<file path="src/rtl/sdram_burst_pkg.sv">
// Shared definitions for the SDRAM burst column-address sequencer:
// burst-length codes, addressing modes and FSM state encoding.
package sdram_burst_pkg;

    // Burst-length codes carried on the BurstLength input (4..6 reserved)
    localparam logic [2:0] BL1    = 3'd0;
    localparam logic [2:0] BL2    = 3'd1;
    localparam logic [2:0] BL4    = 3'd2;
    localparam logic [2:0] BL8    = 3'd3;
    localparam logic [2:0] BLPAGE = 3'd7;

    // Addressing modes
    localparam logic SEQ   = 1'b0;
    localparam logic INTLV = 1'b1;

    // Sequencer states
    typedef enum logic {
        ST_IDLE  = 1'b0,
        ST_BURST = 1'b1
    } burst_state_t;

endpackage

</file>
<file path="src/rtl/burst_mask_gen.sv">
// Burst-length code to carry-mask decoder. The mask selects the column
// bits that wrap inside the burst boundary; it also equals L-1, which the
// sequencer uses to detect the last beat. Reserved codes give a zero mask
// and a cleared valid flag.
module burst_mask_gen
    import sdram_burst_pkg::*;
#(
    parameter int COL_W = 8
) (
    input  logic [2:0]       i_code,
    output logic [COL_W-1:0] o_mask,
    output logic             o_valid
);

    // Decode the burst-length code into its wrap mask and validity
    always_comb begin
        o_mask  = {COL_W{1'b0}};
        o_valid = 1'b0;
        case (i_code)
            BL1: begin
                o_mask  = {COL_W{1'b0}};
                o_valid = 1'b1;
            end
            BL2: begin
                o_mask  = {{(COL_W-1){1'b0}}, 1'b1};
                o_valid = 1'b1;
            end
            BL4: begin
                o_mask  = {{(COL_W-2){1'b0}}, 2'b11};
                o_valid = 1'b1;
            end
            BL8: begin
                o_mask  = {{(COL_W-3){1'b0}}, 3'b111};
                o_valid = 1'b1;
            end
            BLPAGE: begin
                o_mask  = {COL_W{1'b1}};
                o_valid = 1'b1;
            end
            default: begin
                o_mask  = {COL_W{1'b0}};
                o_valid = 1'b0;
            end
        endcase
    end

endmodule

</file>
<file path="src/rtl/burst_addr_sequencer.sv">
// SDRAM burst column-address sequencer. Latches start column, burst length
// and addressing mode, then steps one column address per consumed beat,
// wrapping within the burst boundary. Supports gapless back-to-back bursts
// and early termination. All outputs are registered.
module burst_addr_sequencer
    import sdram_burst_pkg::*;
#(
    parameter int COL_W = 8
) (
    input  logic             i_clk,
    input  logic             i_reset,
    input  logic             i_start,
    input  logic [COL_W-1:0] i_start_addr,
    input  logic [2:0]       i_burst_length,
    input  logic             i_addr_mode,
    input  logic             i_advance,
    input  logic             i_terminate,
    output logic [COL_W-1:0] o_col_addr,
    output logic             o_addr_valid,
    output logic             o_busy,
    output logic             o_burst_done,
    output logic             o_error
);

    burst_state_t     r_state, w_state_nxt;
    logic [COL_W-1:0] r_base, w_base_nxt;
    logic [COL_W-1:0] r_mask, w_mask_nxt;
    logic             r_mode, w_mode_nxt;
    logic [COL_W:0]   r_count, w_count_nxt;
    logic [COL_W-1:0] r_col, w_col_nxt;
    logic             r_valid, w_valid_nxt;
    logic             r_busy, w_busy_nxt;
    logic             r_done, w_done_nxt;
    logic             r_err, w_err_nxt;

    logic [COL_W-1:0] w_start_mask;
    logic             w_code_ok;
    logic             w_start_mode;
    logic [COL_W-1:0] w_step_n;
    logic [COL_W-1:0] w_seq_addr;
    logic [COL_W-1:0] w_intlv_addr;
    logic [COL_W-1:0] w_step_addr;
    logic             w_last_beat;

    burst_mask_gen #(
        .COL_W (COL_W)
    ) u_mask_gen (
        .i_code  (i_burst_length),
        .o_mask  (w_start_mask),
        .o_valid (w_code_ok)
    );

    // Full-page bursts always walk sequentially, whatever the mode input says
    assign w_start_mode = (i_burst_length == BLPAGE) ? SEQ : i_addr_mode;

    // Address for the beat after the current one; bits outside the mask stay fixed
    assign w_step_n     = r_count[COL_W-1:0] + {{(COL_W-1){1'b0}}, 1'b1};
    assign w_seq_addr   = (r_base & ~r_mask) | ((r_base + w_step_n) & r_mask);
    assign w_intlv_addr = (r_base & ~r_mask) | ((r_base ^ w_step_n) & r_mask);
    assign w_step_addr  = (r_mode == INTLV) ? w_intlv_addr : w_seq_addr;

    // Mask equals L-1, so the last beat is reached when the count matches it
    assign w_last_beat  = (r_count == {1'b0, r_mask});

    // Next-state, counter and output decode; pulses default low every cycle
    always_comb begin
        w_state_nxt = r_state;
        w_base_nxt  = r_base;
        w_mask_nxt  = r_mask;
        w_mode_nxt  = r_mode;
        w_count_nxt = r_count;
        w_col_nxt   = r_col;
        w_valid_nxt = r_valid;
        w_busy_nxt  = r_busy;
        w_done_nxt  = 1'b0;
        w_err_nxt   = 1'b0;
        case (r_state)
            ST_IDLE: begin
                if (i_start && w_code_ok) begin
                    w_state_nxt = ST_BURST;
                    w_base_nxt  = i_start_addr;
                    w_mask_nxt  = w_start_mask;
                    w_mode_nxt  = w_start_mode;
                    w_count_nxt = {(COL_W+1){1'b0}};
                    w_col_nxt   = i_start_addr;
                    w_valid_nxt = 1'b1;
                    w_busy_nxt  = 1'b1;
                end else begin
                    w_err_nxt   = i_start;
                    w_valid_nxt = 1'b0;
                    w_busy_nxt  = 1'b0;
                end
            end
            ST_BURST: begin
                if (i_terminate) begin
                    w_state_nxt = ST_IDLE;
                    w_count_nxt = {(COL_W+1){1'b0}};
                    w_valid_nxt = 1'b0;
                    w_busy_nxt  = 1'b0;
                end else if (i_advance) begin
                    if (w_last_beat) begin
                        w_done_nxt = 1'b1;
                        if (i_start && w_code_ok) begin
                            w_state_nxt = ST_BURST;
                            w_base_nxt  = i_start_addr;
                            w_mask_nxt  = w_start_mask;
                            w_mode_nxt  = w_start_mode;
                            w_count_nxt = {(COL_W+1){1'b0}};
                            w_col_nxt   = i_start_addr;
                            w_valid_nxt = 1'b1;
                            w_busy_nxt  = 1'b1;
                        end else begin
                            w_err_nxt   = i_start;
                            w_state_nxt = ST_IDLE;
                            w_count_nxt = {(COL_W+1){1'b0}};
                            w_valid_nxt = 1'b0;
                            w_busy_nxt  = 1'b0;
                        end
                    end else begin
                        w_count_nxt = r_count + {{COL_W{1'b0}}, 1'b1};
                        w_col_nxt   = w_step_addr;
                    end
                end else begin
                    w_state_nxt = ST_BURST;
                end
            end
            default: begin
                w_state_nxt = ST_IDLE;
                w_count_nxt = {(COL_W+1){1'b0}};
                w_col_nxt   = {COL_W{1'b0}};
                w_valid_nxt = 1'b0;
                w_busy_nxt  = 1'b0;
            end
        endcase
    end

    // State and datapath registers with synchronous reset
    always_ff @(posedge i_clk) begin
        if (i_reset) begin
            r_state <= ST_IDLE;
            r_base  <= {COL_W{1'b0}};
            r_mask  <= {COL_W{1'b0}};
            r_mode  <= SEQ;
            r_count <= {(COL_W+1){1'b0}};
            r_col   <= {COL_W{1'b0}};
            r_valid <= 1'b0;
            r_busy  <= 1'b0;
            r_done  <= 1'b0;
            r_err   <= 1'b0;
        end else begin
            r_state <= w_state_nxt;
            r_base  <= w_base_nxt;
            r_mask  <= w_mask_nxt;
            r_mode  <= w_mode_nxt;
            r_count <= w_count_nxt;
            r_col   <= w_col_nxt;
            r_valid <= w_valid_nxt;
            r_busy  <= w_busy_nxt;
            r_done  <= w_done_nxt;
            r_err   <= w_err_nxt;
        end
    end

    assign o_col_addr   = r_col;
    assign o_addr_valid = r_valid;
    assign o_busy       = r_busy;
    assign o_burst_done = r_done;
    assign o_error      = r_err;

endmodule

</file>
<file path="config.mk">
export PLATFORM = sky130hd
export DESIGN_NAME = burst_addr_sequencer
export DESIGN_NICKNAME = d
export VERILOG_FILES = /design/src/rtl/sdram_burst_pkg.sv /design/src/rtl/burst_mask_gen.sv /design/src/rtl/burst_addr_sequencer.sv
export SDC_FILE = /design/constraint.sdc
export NUM_CORES = 1
export LEC_CHECK = 0
export CAP_MARGIN = 20
export CORE_ASPECT_RATIO = 0.5
export CORE_MARGIN = 5
export CORE_UTILIZATION = 34
export CTS_BUF_LIST = sky130_fd_sc_hd__clkbuf_4 sky130_fd_sc_hd__clkbuf_8
export DETAILED_ROUTE_END_ITERATION = 10
export PLACE_DENSITY = 0.6
export SYNTH_ARGS = -nofsm -noshare
export SYNTH_HDL_FRONTEND = slang
export SYNTH_HIERARCHICAL = 1
export SYNTH_SLANG_ARGS = --single-unit
</file>
<file path="constraint.sdc">
create_clock -name i_clk -period 7.31 [get_ports i_clk]
set_clock_uncertainty 0.2 [all_clocks]
set_input_delay 1.462 -clock i_clk [delete_from_list [all_inputs] [get_ports i_clk]]
set_output_delay 1.462 -clock i_clk [all_outputs]
set_load 0.05 [all_outputs]
</file>
# Word-level counts from Yosys, hierarchy flattened
# Index checks and enable logic that the tools add are counted.
[word_totals]
output_inout_bits = 12
input_bits = 17
wordCells = 84
ram_bits = 0
mem_count = 0
ff_bits = 38
latch_bits = 0
mem_bits_ro = 0
[classes]
n_bitwise = 9
n_mul = 0
n_lt_le_gt_ge = 0
n_div = 0
shift = 0
n_eq_ne = 11
reduce_logical = 8
n_addsub = 3
n_mux = 44
[ops]
columns = ["cell", "count"]
rows = [
  ["8-bit two-way mux", 13],
  ["8-bit one-hot mux with 2 select lines", 3],
  ["9-bit two-way mux", 4],
  ["8-bit one-hot mux with 4 select lines", 1],
  ["8-bit AND", 3],
  ["1-bit two-way mux", 18],
  ["9-bit one-hot mux with 2 select lines", 1],
  ["8-bit bitwise OR", 2],
  ["9-bit by 1-bit adder with 9-bit output, second input constant", 1],
  ["9-bit by 8-bit equality test with 1-bit output", 1],
  ["8-bit by 1-bit adder with 8-bit output, second input constant", 1],
  ["8-bit adder", 1],
  ["8-bit inverter", 1],
  ["1-bit one-hot mux with 2 select lines", 4],
  ["8-bit bitwise XOR", 1],
  ["3-bit by 2-bit equality test with 1-bit output, second input constant", 2],
  ["2-bit != test, second input constant", 3],
  ["2-bit AND reduction", 3],
  ["5-bit OR reduction", 1],
  ["4-bit OR reduction", 1],
  ["3-bit by 1-bit equality test with 1-bit output, second input constant", 1],
  ["3-bit equality test, second input constant", 1],
  ["3-bit logical NOT", 1],
  ["3-bit by 2-bit != test with 1-bit output, second input constant", 1],
  ["5 further kinds", 6],
]

# Depth between registers and ports, before layout
[logic_depth]
ltp_word = 9
mapped_depth = 10
mapped_depth_nobuf = 10

# Hierarchy
# Netlist, hierarchy kept.
[modules_own_cells]
columns = ["module", "area_per_inst_um2", "instances", "seq_area_each_um2", "cells_per_inst"]
rows = [
  ["burst_addr_sequencer", 2273.4, 1, 760.7, 248],
  ["burst_mask_gen", 71.3, 1, 0.0, 10],
]

# Worst setup path before layout
# OpenSTA, ideal clock, no wires.
[synth_path]
path_kind = "input port to flip-flop"
start = "input port i_burst_length[1]"
end = "register r_col[7] (netlist: o_col_addr[7])"
t_arrival_ns = 2.852
path_slack_ns = 4.184
stages = 8
path_buffers = 0
cell_sequence = "and2_1 nand2b_1 nand2_1 a2bb2oi_1 a41oi_2 nor2_1 a211o_2 a31oi_1"
[synth_between]
elab_chain_len = 9
elab_cells_between_ends = 13
cone_classes = "eq/ne: 4; mux: 6; reduce/logical: 3"
[synth_lines]
columns = ["element", "line", "source"]
rows = [
  ["start: declaration", "burst_addr_sequencer.sv:14", "input logic [2:0] i_burst_length,"],
  ["3-bit equality test (tied with other cells)", "burst_mask_gen.sv:19", "case (i_code)"],
  ["5-bit OR reduction (no source line) (*)", "-", ""],
  ["1-bit two-way mux (*)", "burst_mask_gen.sv:19", ""],
  ["net w_code_ok", "burst_addr_sequencer.sv:37", "logic w_code_ok;"],
  ["1-bit logical AND (*)", "burst_addr_sequencer.sv:79, burst_addr_sequencer.sv:103", ""],
  ["8-bit two-way mux (*)", "-", ""],
  ["8-bit two-way mux (3 in series)", "-", ""],
  ["8-bit one-hot mux with 2 select lines (*)", "-", ""],
  ["end signal: assignment", "burst_addr_sequencer.sv:145", "r_col <= {COL_W{1'b0}};"],
  ["end signal: assignment", "burst_addr_sequencer.sv:156", "r_col <= w_col_nxt;"],
  ["end: declaration", "burst_addr_sequencer.sv:30", "logic [COL_W-1:0] r_col, w_col_nxt;"],
]
# The timed path passes the listed nets; every way through them passes the cells marked *. The select of a mux whose other input is x is not followed.
# A chain may end at the register's enable or synchronous reset.

# Worst setup path after layout
# Ends and elaborated chain as after synthesis.

==> key figures <==
Route
  • Remaining DRCs: 0
  • Violation count after the first detailed-routing iteration: 186
  • DR WL/cell: 15.4 um
  • DRT met1 WL: 2.82 mm
  • WL final: 5.69 mm
  • Met2 Wirelength: 2.48 mm
  • Final ANT Viol Nets: 0
  • Via count: 1957
  • Metal3 WL: 337 um
  • Top sig layer: met4
  • Vias/cell: 5.30
  • DR pass1 iterations: 5

Finish
  • Fill cells: 643
  • Fin cells: 369
  • Final #Nets: 304
  • Fraction of final layout cells sized beyond drive strength 1: 7.94%
  • Sequential Area: 761 sq um
  • Final Util: 40.4%
  • Diodes inserted: 0
  • Area of the multi-input gates: 0.00142 sq mm
  • Area grow syn2layout: 15.4%

Place
  • Hpwl dp: 4.23 mm
  • Final Wtd Congestion: 0.863
  • Input/output buffers: 28
  • Placed Cells incl. Taps: 361

GRT
  • Largest net degree at the start of global routing: 39
  • First-pass GRT wire length: 9.09 mm
  • Total Routing Usage GR: 13.2%
  • Number of global-route vias before repair: 1813
  • GR Overflow Total: 0
  • Initial antenna violation count: 0

Critical path
  • Worst Path Class, Setup: primary input to flop
  • Critical Path Fanout Max: 14
  • Reg2reg start: r_count[0]
  • Worst path slowest cell: clkdlybuf4s50_1
  • Worst path required time: 7340 ps
  • Worst EP arrival: 3930 ps
  • Reg2Reg Setup Slack: 3970 ps
  • Crit end category: flop
  • Max stage delay on crit path: 540 ps
  • Crit start category: primary input
  • Crit path from: i_burst_length[1]
  • Worst path cell trace: clkdlybuf4s50_1, and2_1, nand2b_1, nand2_1, a2bb2oi_1, a41oi_2, nor2_1, a211o_2, a31oi_1

Yosys
  • Synth top area cells: dfxtp_1, mux2i_1, nor2_1
  • Cells after Synth: 258
  • Syn_area_per_cell: 9.09 sq um
  • Synth warnings: 6
  • Synth Net Count: 286
  • Synth Cell Area: 0.00234 sq mm
  • Post-synth EDFFs: 0
  • Count leader, synth: dfxtp_1
  • Synth top cells by count: dfxtp_1, nor2_1, mux2i_1
  • Share of the synthesized area in the top cell type: 32.4%
  • Netlist cell types: 61
  • Post-synth ARST share: 0%
  • Synth Register Bits: 38
  • Area leader, netlist: dfxtp_1
  • Post-synth top flop: dfxtp_1
  • Sequential fraction of the synthesis area: 32.4%

Timing
  • Fmax achieved: 0.257 GHz
  • Setup TNS Final: 0 ps
  • Slew Viols, Final: 0
  • Final worst path period share: 53.3%
  • Rel. slew slack: 53.9%
  • Unrepaired setup endpoints after global routing: false
  • Tmin final: 3900 ps
  • Final setup vio count: 0
  • Final Hold Fails: 0
  • Worst-margin pin slew: 685 ps

Worst hold path
  • Worst hold start: o_col_addr[4]
  • Hold WC Path Type: flop to flop

Floorplan
  • Die Y: 68.7 um
  • # IOs: 29
  • Starting density of the core: 35.0%
  • Core Area: 0.00670 sq mm
  • Die W: 127 um
  • # rows: 21
  • Die Area: 0.00876 sq mm

CTS
  • Clk slew on worst S/H paths: 80 ps
  • Worst-Skew Late Latency: 290 ps
  • CTS max path bufs: 2
  • Setup bufs post-CTS: 0
  • Clk root buf: clkbuf_8
  • H-tree Lvls: 2
  • Hold-fix buffers, CTS: 0
  • CTS sink cnt: 38
  • Cts repair resizes: 0
  • Num CTS Buffers: 5
  • CTS tree: yes

Flow run
  • Max_cap viols: 0

Pwr
  • Total Power: 0.486 mW
  • Peak supply drop: 0.0000695 V
  • Leak: 1.04 nW
  • PwrDens: 179 mW/mm^2

Outcome
  • Outcome: complete, no violations
metrics by stage:
stage	setup slack [ps]	cell area [sq um]	hold slack, ps
floorplan	4180	2340	270
global placement	3180	2610	289
detailed placement	3130	2610	295
CTS	3440	2710	306
global route	3210	2710	329
finish	3410	2710	303
per-layer routing:
layer / track usage [%] / vias up
met3: 2.31 / 6
met2: 20.3 / 45
met1: 19.1 / 939
met5: 0 / -
li1: - / 967
met4: 3.21 / 0
kinds of logic (layout without fill, tap and decap cells):
logic type	Yosys count	after routing	synth area share, %
buf+inv	26	45	7.10
mux	22	22	9.60
simple gates	84	84	18.5
xor+xnor	17	17	6.35
flops	38	38	32.4
fa+ha+maj	12	12	6.67
compound gates	59	59	19.3
worst max-delay path, delay by kind of cell:
family | cells | cell delay [ps]
buf+inv | 1 | 540
simple gates | 4 | 760
compound gates | 4 | 1160
final timing paths:
path,end,cells after the start
hold / removal,o_col_addr[4],2
setup reg to reg,o_col_addr[5],10
hold reg to reg,o_col_addr[4],2
setup / recovery,o_col_addr[7],9
sequential cells by signal, indices dropped and copies added (netlist names):
signal	cells
o_error	1
r_mask	8
r_state	1
o_col_addr	8
r_count	9
r_mode	1
r_base	8
o_busy	1
o_burst_done	1
area by class of cell:
type / count / share of cell area, %
clock buffers: 7 / 3.33
clock inverters: 1 / 0.185
inverters: 8 / 1.11
multi-input cells: 194 / 52.4
flip-flops and latches: 38 / 28.1
well taps: 92 / 4.25
repair buffers: 29 / 10.6
power by group:
group | internal (mW) | switching (mW) | total (mW)
clock | 0.0799 | 0.0741 | 0.154
combinational | 0.0430 | 0.0614 | 0.104
sequential | 0.217 | 0.0104 | 0.227
total | 0.340 | 0.146 | 0.486
placed cells by master (no fill, tap or decap), types with 3 or more instances in the layout:
master           count
a21oi_1             10
dfxtp_1             38
nand4_1              3
clkbuf_8             6
inv_1                7
nand2b_1             3
ha_1                10
and3_1               4
nand3_1              6
o21ai_0              7
clkdlybuf4s50_1     28
a31oi_1              4
mux2i_1             18
xnor2_1              6
a311oi_1             5
o21ai_1              3
a211oi_1             4
a22oi_1              3
nand2_1             16
mux2_1               3
nor2_1              35
a21o_1               4
xor2_1              11
No activity file was read; power rests on OpenSTA's default activity.
